### config.mk
export PLATFORM = sky130hd
export DESIGN_NAME = pipelined_cla_adder_flat
export DESIGN_NICKNAME = d
export VERILOG_FILES = /design/src/rtl/pipelined_cla_adder_if.sv /design/src/rtl/pipelined_cla_adder.sv /design/src/flat_wrapper.sv
export SDC_FILE = /design/constraint.sdc
export NUM_CORES = 1
export LEC_CHECK = 0
export CELL_PAD_IN_SITES_DETAIL_PLACEMENT = 2
export CELL_PAD_IN_SITES_GLOBAL_PLACEMENT = 2
export CORE_UTILIZATION = 33
export CTS_CLUSTER_SIZE = 10
export DETAILED_ROUTE_END_ITERATION = 6
export PLACE_DENSITY_LB_ADDON = 0.1
export SLEW_MARGIN = 20
export SYNTH_ARGS = -nofsm -noshare
export SYNTH_HDL_FRONTEND = slang
export SYNTH_SLANG_ARGS = --single-unit
### constraint.sdc
create_clock -name clk -period 3.84 [get_ports clk]
set_input_delay 0.576 -clock clk [delete_from_list [all_inputs] [get_ports clk]]
set_output_delay 0.576 -clock clk [all_outputs]
set_load 0.05 [all_outputs]
### src/rtl/pipelined_cla_adder_if.sv
// Operand/result handshake bundle for pipelined_cla_adder.
// master is the datapath side (sources operands, sinks results); slave is the adder.
interface pipelined_cla_adder_if #(
    parameter int nBITS = 16
);
    logic             in_valid;
    logic             in_ready;
    logic [nBITS-1:0] ain;
    logic [nBITS-1:0] bin;
    logic             cin;
    logic             sub;
    logic             out_valid;
    logic             out_ready;
    logic [nBITS-1:0] sum;
    logic             cout;
    logic             ovf;

    modport master (
        output in_valid, ain, bin, cin, sub, out_ready,
        input  in_ready, out_valid, sum, cout, ovf
    );

    modport slave (
        input  in_valid, ain, bin, cin, sub, out_ready,
        output in_ready, out_valid, sum, cout, ovf
    );
endinterface

### src/rtl/pipelined_cla_adder.sv
// Pipelined carry-lookahead add/subtract: GROUP-bit lookahead groups spread over
// STAGES register stages, group carry handed stage to stage, global-stall handshake.
module pipelined_cla_adder #(
    parameter int nBITS  = 16,
    parameter int GROUP  = 4,
    parameter int STAGES = 2
) (
    input logic                  clk,
    input logic                  reset,
    pipelined_cla_adder_if.slave bus
);
    localparam int N_GROUPS = nBITS / GROUP;
    localparam int GPS      = N_GROUPS / STAGES;
    localparam int SLICE    = GPS * GROUP;
    localparam int SKEW     = (STAGES > 1) ? STAGES - 1 : 1;
    localparam int LAST     = STAGES - 1;

    typedef struct packed {
        logic [nBITS-1:0] sum;
        logic             cout;
    } stage_res_t;

    // Carries c[0..n] for the low n positions, each written as a flat sum of
    // products of generate/propagate terms so no carry waits on another.
    function automatic logic [nBITS:0] lookahead(input logic [nBITS-1:0] g,
                                                 input logic [nBITS-1:0] p,
                                                 input logic             c_in,
                                                 input int               n);
        logic [nBITS:0] c;
        logic           term;
        c = '0;
        for (int i = 0; i <= nBITS; i++) begin
            if (i <= n) begin
                term = c_in;
                for (int j = 0; j < nBITS; j++)
                    if (j < i) term = term & p[j];
                c[i] = term;
                for (int j = 0; j < nBITS; j++) begin
                    if (j < i) begin
                        term = g[j];
                        for (int m = 0; m < nBITS; m++)
                            if (m > j && m < i) term = term & p[m];
                        c[i] = c[i] | term;
                    end
                end
            end
        end
        return c;
    endfunction

    // Stage k: group G/P per group, lookahead across the stage's groups, then
    // bit carries inside each group from its group carry.
    function automatic stage_res_t stage_eval(input logic [nBITS-1:0] a_v,
                                              input logic [nBITS-1:0] b_v,
                                              input logic [nBITS-1:0] s_in,
                                              input logic             c_in,
                                              input int               k);
        stage_res_t       r;
        logic [nBITS-1:0] gg, gp, bg, bp;
        logic [nBITS:0]   gc, bc;
        int               base;
        r.sum = s_in;
        gg    = '0;
        gp    = '0;
        for (int j = 0; j < GPS; j++) begin
            base = k * SLICE + j * GROUP;
            bg   = '0;
            bp   = '0;
            for (int i = 0; i < GROUP; i++) begin
                bg[i] = a_v[base+i] & b_v[base+i];
                bp[i] = a_v[base+i] ^ b_v[base+i];
            end
            bc    = lookahead(bg, bp, 1'b0, GROUP);
            gg[j] = bc[GROUP];
            gp[j] = &bp[GROUP-1:0];
        end
        gc = lookahead(gg, gp, c_in, GPS);
        for (int j = 0; j < GPS; j++) begin
            base = k * SLICE + j * GROUP;
            bg   = '0;
            bp   = '0;
            for (int i = 0; i < GROUP; i++) begin
                bg[i] = a_v[base+i] & b_v[base+i];
                bp[i] = a_v[base+i] ^ b_v[base+i];
            end
            bc = lookahead(bg, bp, gc[j], GROUP);
            for (int i = 0; i < GROUP; i++)
                r.sum[base+i] = bp[i] ^ bc[i];
        end
        r.cout = gc[GPS];
        return r;
    endfunction

    logic             advance;
    logic [nBITS-1:0] a_at  [STAGES];
    logic [nBITS-1:0] b_at  [STAGES];
    logic [nBITS-1:0] s_at  [STAGES];
    logic             c_at  [STAGES];
    stage_res_t       res   [STAGES];
    logic             v_q   [STAGES];
    logic [nBITS-1:0] sum_q [STAGES];
    logic             c_q   [STAGES];
    logic [nBITS-1:0] a_q   [SKEW];
    logic [nBITS-1:0] b_q   [SKEW];
    logic             ovf_q;
    logic             ovf_nxt;

    for (genvar k = 0; k < STAGES; k++) begin : g_stage
        if (k == 0) begin : g_entry
            assign a_at[k] = bus.ain;
            assign b_at[k] = bus.sub ? ~bus.bin : bus.bin;
            assign s_at[k] = '0;
            assign c_at[k] = bus.sub ^ bus.cin;
        end else begin : g_inner
            assign a_at[k] = a_q[k-1];
            assign b_at[k] = b_q[k-1];
            assign s_at[k] = sum_q[k-1];
            assign c_at[k] = c_q[k-1];
        end
        assign res[k] = stage_eval(a_at[k], b_at[k], s_at[k], c_at[k], k);
    end

    // Carry into the MSB is recovered from the MSB's own operand and sum bits.
    assign ovf_nxt = a_at[LAST][nBITS-1] ^ b_at[LAST][nBITS-1]
                   ^ res[LAST].sum[nBITS-1] ^ res[LAST].cout;

    assign advance      = !v_q[LAST] || bus.out_ready;
    assign bus.in_ready = advance;

    always_ff @(posedge clk) begin
        if (reset) begin
            // NOTE: data registers are cleared as well as valids so the output
            // registers read zero after reset; the pipe is only a few words deep.
            for (int k = 0; k < STAGES; k++) begin
                v_q[k]   <= 1'b0;
                sum_q[k] <= '0;
                c_q[k]   <= 1'b0;
            end
            for (int k = 0; k < SKEW; k++) begin
                a_q[k] <= '0;
                b_q[k] <= '0;
            end
            ovf_q <= 1'b0;
        end else if (advance) begin
            v_q[0] <= bus.in_valid;
            for (int k = 1; k < STAGES; k++)
                v_q[k] <= v_q[k-1];
            for (int k = 0; k < STAGES; k++) begin
                sum_q[k] <= res[k].sum;
                c_q[k]   <= res[k].cout;
            end
            for (int k = 0; k < STAGES - 1; k++) begin
                a_q[k] <= a_at[k];
                b_q[k] <= b_at[k];
            end
            ovf_q <= ovf_nxt;
        end
    end

    assign bus.out_valid = v_q[LAST];
    assign bus.sum       = sum_q[LAST];
    assign bus.cout      = c_q[LAST];
    assign bus.ovf       = ovf_q;
endmodule
### src/flat_wrapper.sv
// flat-port wrapper written by rule: the top's interface ports become plain ports
module pipelined_cla_adder_flat 
#(
    parameter int nBITS  = 16,
    parameter int GROUP  = 4,
    parameter int STAGES = 2
)
  (clk, reset, bus_in_valid, bus_ain, bus_bin, bus_cin, bus_sub, bus_out_ready, bus_in_ready, bus_out_valid, bus_sum, bus_cout, bus_ovf);
  pipelined_cla_adder_if #(.nBITS(nBITS)) bus_i ();
  input logic clk;
  input logic reset;
  input wire logic [$bits(bus_i.in_valid)-1:0] bus_in_valid;
  input wire logic [$bits(bus_i.ain)-1:0] bus_ain;
  input wire logic [$bits(bus_i.bin)-1:0] bus_bin;
  input wire logic [$bits(bus_i.cin)-1:0] bus_cin;
  input wire logic [$bits(bus_i.sub)-1:0] bus_sub;
  input wire logic [$bits(bus_i.out_ready)-1:0] bus_out_ready;
  output wire logic [$bits(bus_i.in_ready)-1:0] bus_in_ready;
  output wire logic [$bits(bus_i.out_valid)-1:0] bus_out_valid;
  output wire logic [$bits(bus_i.sum)-1:0] bus_sum;
  output wire logic [$bits(bus_i.cout)-1:0] bus_cout;
  output wire logic [$bits(bus_i.ovf)-1:0] bus_ovf;
  assign bus_i.in_valid = bus_in_valid;
  assign bus_i.ain = bus_ain;
  assign bus_i.bin = bus_bin;
  assign bus_i.cin = bus_cin;
  assign bus_i.sub = bus_sub;
  assign bus_i.out_ready = bus_out_ready;
  assign bus_in_ready = bus_i.in_ready;
  assign bus_out_valid = bus_i.out_valid;
  assign bus_sum = bus_i.sum;
  assign bus_cout = bus_i.cout;
  assign bus_ovf = bus_i.ovf;
  pipelined_cla_adder #(.nBITS(nBITS), .GROUP(GROUP), .STAGES(STAGES)) u_core (.clk(clk), .reset(reset), .bus(bus_i));
endmodule
# Yosys cells after proc, flatten, opt, wreduce, memory -nomap -nowiden
# Memories as Yosys holds them, arrays and structs flattened.
# Cells that the tools add are included.
op_classes:
  muxes: 16
  n_reduce_logical: 8
  bitwise_logic: 142
ops:
  columns: ["operator", "count"]
  rows:
  - ["$mux 16", 5]
  - ["$and 1x1->1", 58]
  - ["$or 1x1->1", 48]
  - ["$xor 1x1->1", 35]
  - ["$reduce_or 16->1", 2]
  - ["$not 16->16", 1]
  - ["$reduce_and 4->1", 4]
  - ["$mux 1", 11]
  - ["$logic_not 1->1", 1]
  - ["$logic_or 1x1->1", 1]
word_totals:
  elab_cells: 172
  out_inout_bits: 20
  mem_bits_rw: 68
  ff_bits: 1
  inputBits: 38
  mem_count: 5
memory_table:
  columns: ["memory", "depth", "word_bits", "rd", "rd_clocked_by_memory_dff", "wr", "line", "source"]
  rows:
  - ["u_core.sum_q", 2, 16, 2, 0, 2, "pipelined_cla_adder.sv:101", "logic [nBITS-1:0] sum_q [STAGES];"]
  - ["u_core.a_q", 1, 16, 1, 0, 1, "pipelined_cla_adder.sv:103", "logic [nBITS-1:0] a_q [SKEW];"]
  - ["u_core.b_q", 1, 16, 1, 0, 1, "pipelined_cla_adder.sv:104", "logic [nBITS-1:0] b_q [SKEW];"]
  - ["u_core.c_q", 2, 1, 2, 0, 2, "pipelined_cla_adder.sv:102", "logic c_q [STAGES];"]
  - ["u_core.v_q", 2, 1, 2, 0, 2, "pipelined_cla_adder.sv:100", "logic v_q [STAGES];"]

# Logic depth before layout (Yosys ltp)
# Gate-level depths: netlist of run 1.
depth:
  word_depth: 18
  depth_mapped: 13
  mapped_depth_nobuf: 11

# Least setup slack after synthesis of run 1
# OpenSTA, ideal clock, no wires.
synth_path:
  path_type: "in2reg"
  start: "input port bus_sub"
  end: "memory u_core.sum_q[0][7] (data pin)"
  arrival_time_ns: 2.627
  setup_slack_ns: 0.957
  setup_time_ns: 0.257
  required_time_ns: 3.583
  path_stages: 13
  cell_sequence: "buf_6 > buf_2 > xor2_1 > ha_1 > a21o_1 > a31oi_4 > o21ai_2 > ha_1 > o21ai_0 > nand2b_1 > a21oi_1 > xor2_1 > nor2_1"
synth_rtl:
  columns: ["item", "line", "source"]
  rows:
  - ["start: declaration", "flat_wrapper.sv:16", "input wire logic [$bits(bus_i.sub)-1:0] bus_sub;"]
  - ["end: declaration", "pipelined_cla_adder.sv:101", null]

==> flow_summary.toml, run 1 <==
[run_status]
run_status = "finished clean"

[clock_tree]
postCtsHoldBufs = 0
clock_tree_from_tritoncts = "done"
worstSkewPairLatency_ps = 300
cts_resized = 0
clockBufferDepth = 2
clk_pin_slew_ps = 80
post_cts_repair_setup_buffers = 0
h-tree-depth = 2
cts_buffers = 5
root_buffer = "sky130_fd_sc_hd__clkbuf_8"
clkSinkCount = 45

[pwr]
power.share.sequential_pct = 45.6
cell_internal_pwr_uw = 973
p_total_mw = 1.38
comb_power_share_pct = 29.1
p_switching_uw = 411
max-vdd-ir-drop_mv = 0.133
clock_share_of_power_pct = 25.3
power_leakage_nw = 1.34
switching_share_pct = 29.7
cellPowerDensity_nw_per_um2 = 422

[final_layout]
layout_commonest_cell = "sky130_fd_sc_hd__clkdlybuf4s50_1"
synthToLayoutAreaGrowth_pct = 31.5
share_of_the_core_filled_with_cells_in_the_final_layout_pct = 45.0
post_layout_net_count = 322
layout-drive-gt1-share_pct = 5.36
diodes = 0
layout.cells.most_common_list = "sky130_fd_sc_hd__clkdlybuf4s50_1 (57), sky130_fd_sc_hd__edfxtp_1 (44), sky130_fd_sc_hd__nor2_1 (27), sky130_fd_sc_hd__and2_1 (20), sky130_fd_sc_hd__ha_1 (20)"
layout.cells.non_filler = 360

[critical_path]
worstPathMaxFanout = 5
critical_path_required_ps = 3860
r2r.worst_path.cells = 11
cells_along_the_critical_path = "clkdlybuf4s50_1, xor2_1, ha_1, a21o_1, a31oi_4, o21ai_2, ha_1, o21ai_0, nand2b_1, a21oi_1, xor2_1, nor2_1"
reg2reg_to = "u_core.bus.ovf"
criticalPathCategory = "in2reg"
worstReg2RegStart = "u_core.b_q[0][10]"
crit_arrival_ps = 3050
slowest_cell_on_crit_path = "sky130_fd_sc_hd__clkdlybuf4s50_1"
cp_slowest_stage_delay_ps = 630
timing.critical_path.to_type = "register"
startpoint = "bus_sub"
worstSetupStartpointType = "input pin"
timing.reg2reg.setup_slack_ps = 1360

[yosys]
dominant_combinational_cell_family_by_area_after_synthesis = "adder cells"
synth_area_per_cell_um2 = 12.5
compound_gate_portion_of_the_synthesized_area_pct = 6.72
post_synth_num_cell_types = 29
synth-xor-area-share_pct = 11.3
post_synth_fa_ha_maj_area_fraction_pct = 13.2
syn-cell-area_um2 = 2490
ys_seq_elements = 45
syn_inst = 200
synth_warnings = 0
synth-seq-area-share_pct = 53.8
synth_simple_gate_area_share_pct = 12.3
synthMuxAreaShare_pct = 0
net_count_synth = 262

[detailed_routing]
antenna_violating_nets_post_route = 0
routed_wl_mm = 5.20
drt-pass1-iter-count = 4
num_vias = 1646
drc_errors = 0
via_per_inst = 4.57
dr.first_iter.drc_count = 32
detail_route.wl_per_cell_um = 14.4

[sta]
setup-violations-final = 0
max_slew_margin_pct = 29.2
max_freq_mhz = 330
hold_ws_ps = 520
layout_worst_path_cycle_share_pct = 78.8
rsz0062_at_grt = "false"
timing_max_transition_violations_final = 0
layout_min_cycle_time_ps = 3030
setup_tns_ps = 0
fin_skew_ps = 5.47
tightest_slew_ps = 1060
final_hold_violating_endpoints = 0

[floorplanning]
core.rowCount = 31
die-height_um = 89.0
count_of_boundary_i_o_pins = 58
dieWidth_um = 89.0
floorplan.initialDensity_pct = 34.2
die-area_um2 = 7910
design.core.area_um2 = 7290

[min_path]
min_from = "u_core.bus.ovf"
min_path_type = "reg2reg"
hold_path_depth = 2
worstHoldEndpoint = "u_core.bus.ovf"

[run]
maxCapViolCount = 0

[grt]
grt_antenna_before_repair = 0
grt_max_degree = 45
grt_overflow = 0
first_global_vias = 1749
grt_first_pass_wirelength_mm = 8.61
global_route.usage.total_pct = 14.7

[placed_design]
finalWeightedCongestion = 0.700
dp.cells = 352
placement.io_buffers = 57
dp_hpwl_mm = 3.90
==> synth_stat cells (all sizes together) <==
master,number,area [µm²]
xnor2,15,131
xor2,15,150
a211oi,1,7.51
o21a,1,7.51
nor2,27,101
dfxtp,1,20.0
nand2,6,22.5
a31oi,1,21.3
a21oi,9,45.0
inv,8,30.0
o21ai,6,33.8
and2,20,125
fa,4,80.1
o21bai,1,7.51
nand2b,5,31.3
a221oi,1,15.0
clkbuf,3,11.3
ha,20,250
nor2b,1,6.26
a21o,3,22.5
or2,1,6.26
buf,4,26.3
edfxtp,44,1320
o211ai,1,7.51
and4,1,8.76
nor3,1,5.00
==> how the worst max path moves through the flow <==
stage	depth (start not counted)	slack [ps]	endpoint
after floorplan	13	960	u_core.sum_q[0][7]
after global placement	12	540	u_core.sum_q[0][7]
after detailed placement	12	430	u_core.sum_q[0][7]
after CTS	12	760	u_core.sum_q[0][7]
after global routing	12	600	u_core.sum_q[0][7]
final	12	810	u_core.sum_q[0][7]
==> layout make-up <==
cell class	instances	area, µm²
Clock inverter	2	33.8
Clock buffer	6	72.6
Sequential cell	45	1340
Fill cell	780	4010
Timing Repair Buffer	60	593
Tap cell	99	124
Inverter	8	30.0
Multi-Input combinational cell	140	1090
==> registers in the layout, indices dropped and copies added, names as in the netlist <==
| register | flops |
|---|---|
| u_core.bus.ovf | 1 |
| u_core.v_q | 2 |
| u_core.sum_q | 24 |
| u_core.a_q | 8 |
| u_core.c_q | 2 |
| u_core.b_q | 8 |
==> power groups by stage <==
| stage | sequential [mW] | combinational, mW | clock (mW) |
|---|---|---|---|
| after floorplan | 0.737 | 0.173 | 0 |
| after global placement | 0.640 | 0.399 | 0 |
| after detailed placement | 0.644 | 0.410 | 0 |
| after CTS | 0.632 | 0.413 | 0.361 |
| after global routing | 0.637 | 0.444 | 0.378 |
| final | 0.631 | 0.403 | 0.350 |
==> metrics by stage <==
step / area, µm² / setup slack (ps)
after floorplan: 2490 / 957
after global placement: 3170 / 536
after detailed placement: 3170 / 435
after CTS: 3280 / 763
after global routing: 3280 / 596
final: 3280 / 814
==> routing by layer <==
metal / vias to the layer above / share of wire [%] / global-route usage (%)
met1: 805 / 42 / 17.3
met2: 39 / 54 / 27.3
li1: 796 / - / -
met3: 6 / 3.2 / 2.49
met5: - / 0 / 0
met4: 0 / 1.0 / 4.76
==> critical path: cells and delay by family <==
| family | cells | cell delay [ps] |
|---|---|---|
| xor gates and xnor gates | 2 | 370 |
| adders and majority gates | 2 | 510 |
| AOI/OAI and AO/OA | 5 | 820 |
| buffers and inverters | 1 | 630 |
| and+or+nand+nor | 2 | 150 |
==> logic make-up after synthesis <==
family                     count (synthesis)
AOI/OAI and AO/OA                         24
xor gates and xnor gates                  30
DFF                                       45
buffers and inverters                     15
adders and majority gates                 24
and+or+nand+nor                           62
Power figures use the tool's default switching activity.
==> run 2: changes to the inputs <==
--- a/config.mk
+++ b/config.mk
@@ -7,7 +7,7 @@
 export LEC_CHECK = 0
 export CELL_PAD_IN_SITES_DETAIL_PLACEMENT = 2
 export CELL_PAD_IN_SITES_GLOBAL_PLACEMENT = 2
-export CORE_UTILIZATION = 33
+export CORE_UTILIZATION = 30
 export CTS_CLUSTER_SIZE = 10
 export DETAILED_ROUTE_END_ITERATION = 6
 export PLACE_DENSITY_LB_ADDON = 0.1
==> constraint.sdc (replaced) <==
create_clock -name clk -period 2.7 [get_ports clk]
set_input_delay 0.405 -clock clk [delete_from_list [all_inputs] [get_ports clk]]
set_output_delay 0.405 -clock clk [all_outputs]
set_load 0.05 [all_outputs]
==> run 2 against run 1 <==
  * First-iteration DRC count down 25%
  * Non-clock buffer count up 11
  * Clock skew about the same
  * Global-route usage down 1.5 points
  * Largest power group unchanged
==> flow_summary.toml, run 2 (same netlist as run 1, synthesis figures left out) <==
[pwr]
max-vdd-ir-drop_mv = 0.172
cellPowerDensity_nw_per_um2 = 577
power_leakage_nw = 1.39
p_total_mw = 1.93

[sta]
setup-violations-final = 0
tightest_slew_ps = 1030
max_slew_margin_pct = 31.5
timing.final.ws_setup_ps = 153
fin_skew_ps = 5.85
setup_tns_ps = 0
hold_ws_ps = 517
timing_max_transition_violations_final = 0
layout_min_cycle_time_ps = 2550
rsz0062_at_grt = "false"
layout_worst_path_cycle_share_pct = 94.4
max_freq_mhz = 393
final_hold_violating_endpoints = 0

[detailed_routing]
drc_errors = 0
detail_route.wl_per_cell_um = 14.2
via_per_inst = 4.52
routed_wl_mm = 5.31
num_vias = 1690
dr.first_iter.drc_count = 24
antenna_violating_nets_post_route = 0
drt-pass1-iter-count = 3

[grt]
grt_antenna_before_repair = 0
global_route.usage.total_pct = 13.2
first_global_vias = 1830
grt_max_degree = 45
grt_first_pass_wirelength_mm = 8.63
grt_overflow = 0

[placed_design]
placement.io_buffers = 57
dpl_worst_slack_ps = -322
dp.cells = 366
dp_hpwl_mm = 4.09
finalWeightedCongestion = 0.747
dpl-instance-area_um2 = 3260

[floorplanning]
core.rowCount = 32
die-height_um = 93.2
count_of_boundary_i_o_pins = 58
floorplan.initialDensity_pct = 31.6
dieWidth_um = 93.2
die-area_um2 = 8690
design.core.area_um2 = 7890

[clock_tree]
clk_pin_slew_ps = 80
postCtsHoldBufs = 0
clockBufferDepth = 2
post_cts_repair_setup_buffers = 0
cts_buffers = 5
cts_resized = 1
worstSkewPairLatency_ps = 290
h-tree-depth = 2
clock_tree_from_tritoncts = "done"
root_buffer = "sky130_fd_sc_hd__clkbuf_8"
clkSinkCount = 45

[critical_path]
worstSetupStartpointType = "input pin"
cp_slowest_stage_delay_ps = 490
slowest_cell_on_crit_path = "sky130_fd_sc_hd__clkdlybuf4s50_1"
timing.critical_path.depth = 12
timing.critical_path.to_type = "register"
cells_along_the_critical_path = "clkdlybuf4s50_1, xor2_1, ha_1, a21o_1, a31oi_4, o21ai_2, ha_1, o21ai_0, nand2b_1, a21oi_1, xor2_1, nor2_1"
r2r.worst_path.cells = 11
worstPathMaxFanout = 2
crit_arrival_ps = 2600
worstPathBufferInverterCount = 1
worst_path_dominant_cell_family = "compound AO/OA/AOI/OAI gates"
criticalPathCategory = "in2reg"
critical_path_required_ps = 2750

[final_layout]
share_of_the_core_filled_with_cells_in_the_final_layout_pct = 42.5
layout-drive-gt1-share_pct = 9.19
layout.cells.non_filler = 374
post_layout_net_count = 333
largestRegisters = "u_core.sum_q x24, u_core.a_q x8, u_core.b_q x8"
diodes = 0
layout.cells.most_common_list = "sky130_fd_sc_hd__clkdlybuf4s50_1 (56), sky130_fd_sc_hd__edfxtp_1 (44), sky130_fd_sc_hd__nor2_1 (27), sky130_fd_sc_hd__and2_1 (20), sky130_fd_sc_hd__ha_1 (20)"
final_cell_area_um2 = 3350
synthToLayoutAreaGrowth_pct = 34.3
layout_commonest_cell = "sky130_fd_sc_hd__clkdlybuf4s50_1"
registers.top_by_ff_count = "u_core.sum_q"
largest_register_ffs = 24

[run_status]
run_status = "finished clean"

[run]
maxCapViolCount = 0

[min_path]
hold_path_depth = 2
min_path_type = "reg2reg"
==> run 2: changes by cell type in the layout (fill, tap and decap cells not counted) <==
cell and delta:
sky130_fd_sc_hd__buf_4 +11, sky130_fd_sc_hd__bufinv_16 -1, sky130_fd_sc_hd__clkbuf_1 +1, sky130_fd_sc_hd__clkbuf_8 +1, sky130_fd_sc_hd__clkdlybuf4s50_1 -1, sky130_fd_sc_hd__clkinv_1 -1
sky130_fd_sc_hd__dlygate4sd2_1 +1
==> run 2: final timing paths <==
check / from / end / slack (ps)
worst max-delay path: bus_bin[1] / u_core.sum_q[0][7] / 150
worst min-delay path: u_core.bus.ovf / u_core.bus.ovf / 520
worst max register to register: u_core.b_q[0][8] / u_core.bus.ovf / 310
worst min register to register: u_core.bus.ovf / u_core.bus.ovf / 520
==> run 2: final cells by class <==
class,count,area [µm²]
Inverter,8,30.0
Tap cell,102,128
Multi-Input combinational cell,140,1090
Clock buffer,8,90.1
Fill cell,816,4540
Timing Repair Buffer,71,674
Sequential cell,45,1340
==> run 2: worst min-delay path, cell delays in order (launching register included) <==
cell	delay (ps)
sky130_fd_sc_hd__dfxtp_1	320
sky130_fd_sc_hd__nor2_1	100
sky130_fd_sc_hd__a211oi_1	50
==> run 2: layer usage <==
metal,up-vias,global-route usage (%),wire length (µm)
met5,-,0,0
met4,0,5.77,104
met3,7,2.68,170
met2,36,25.0,2920
met1,822,14.0,2110
li1,825,-,-
==> run 2: where the power goes <==
group / internal, mW / switching, mW / leakage, nW
registers: 0.868 / 0.0286 / 0.520
logic: 0.268 / 0.337 / 0.824
clock network: 0.209 / 0.222 / 0.0455
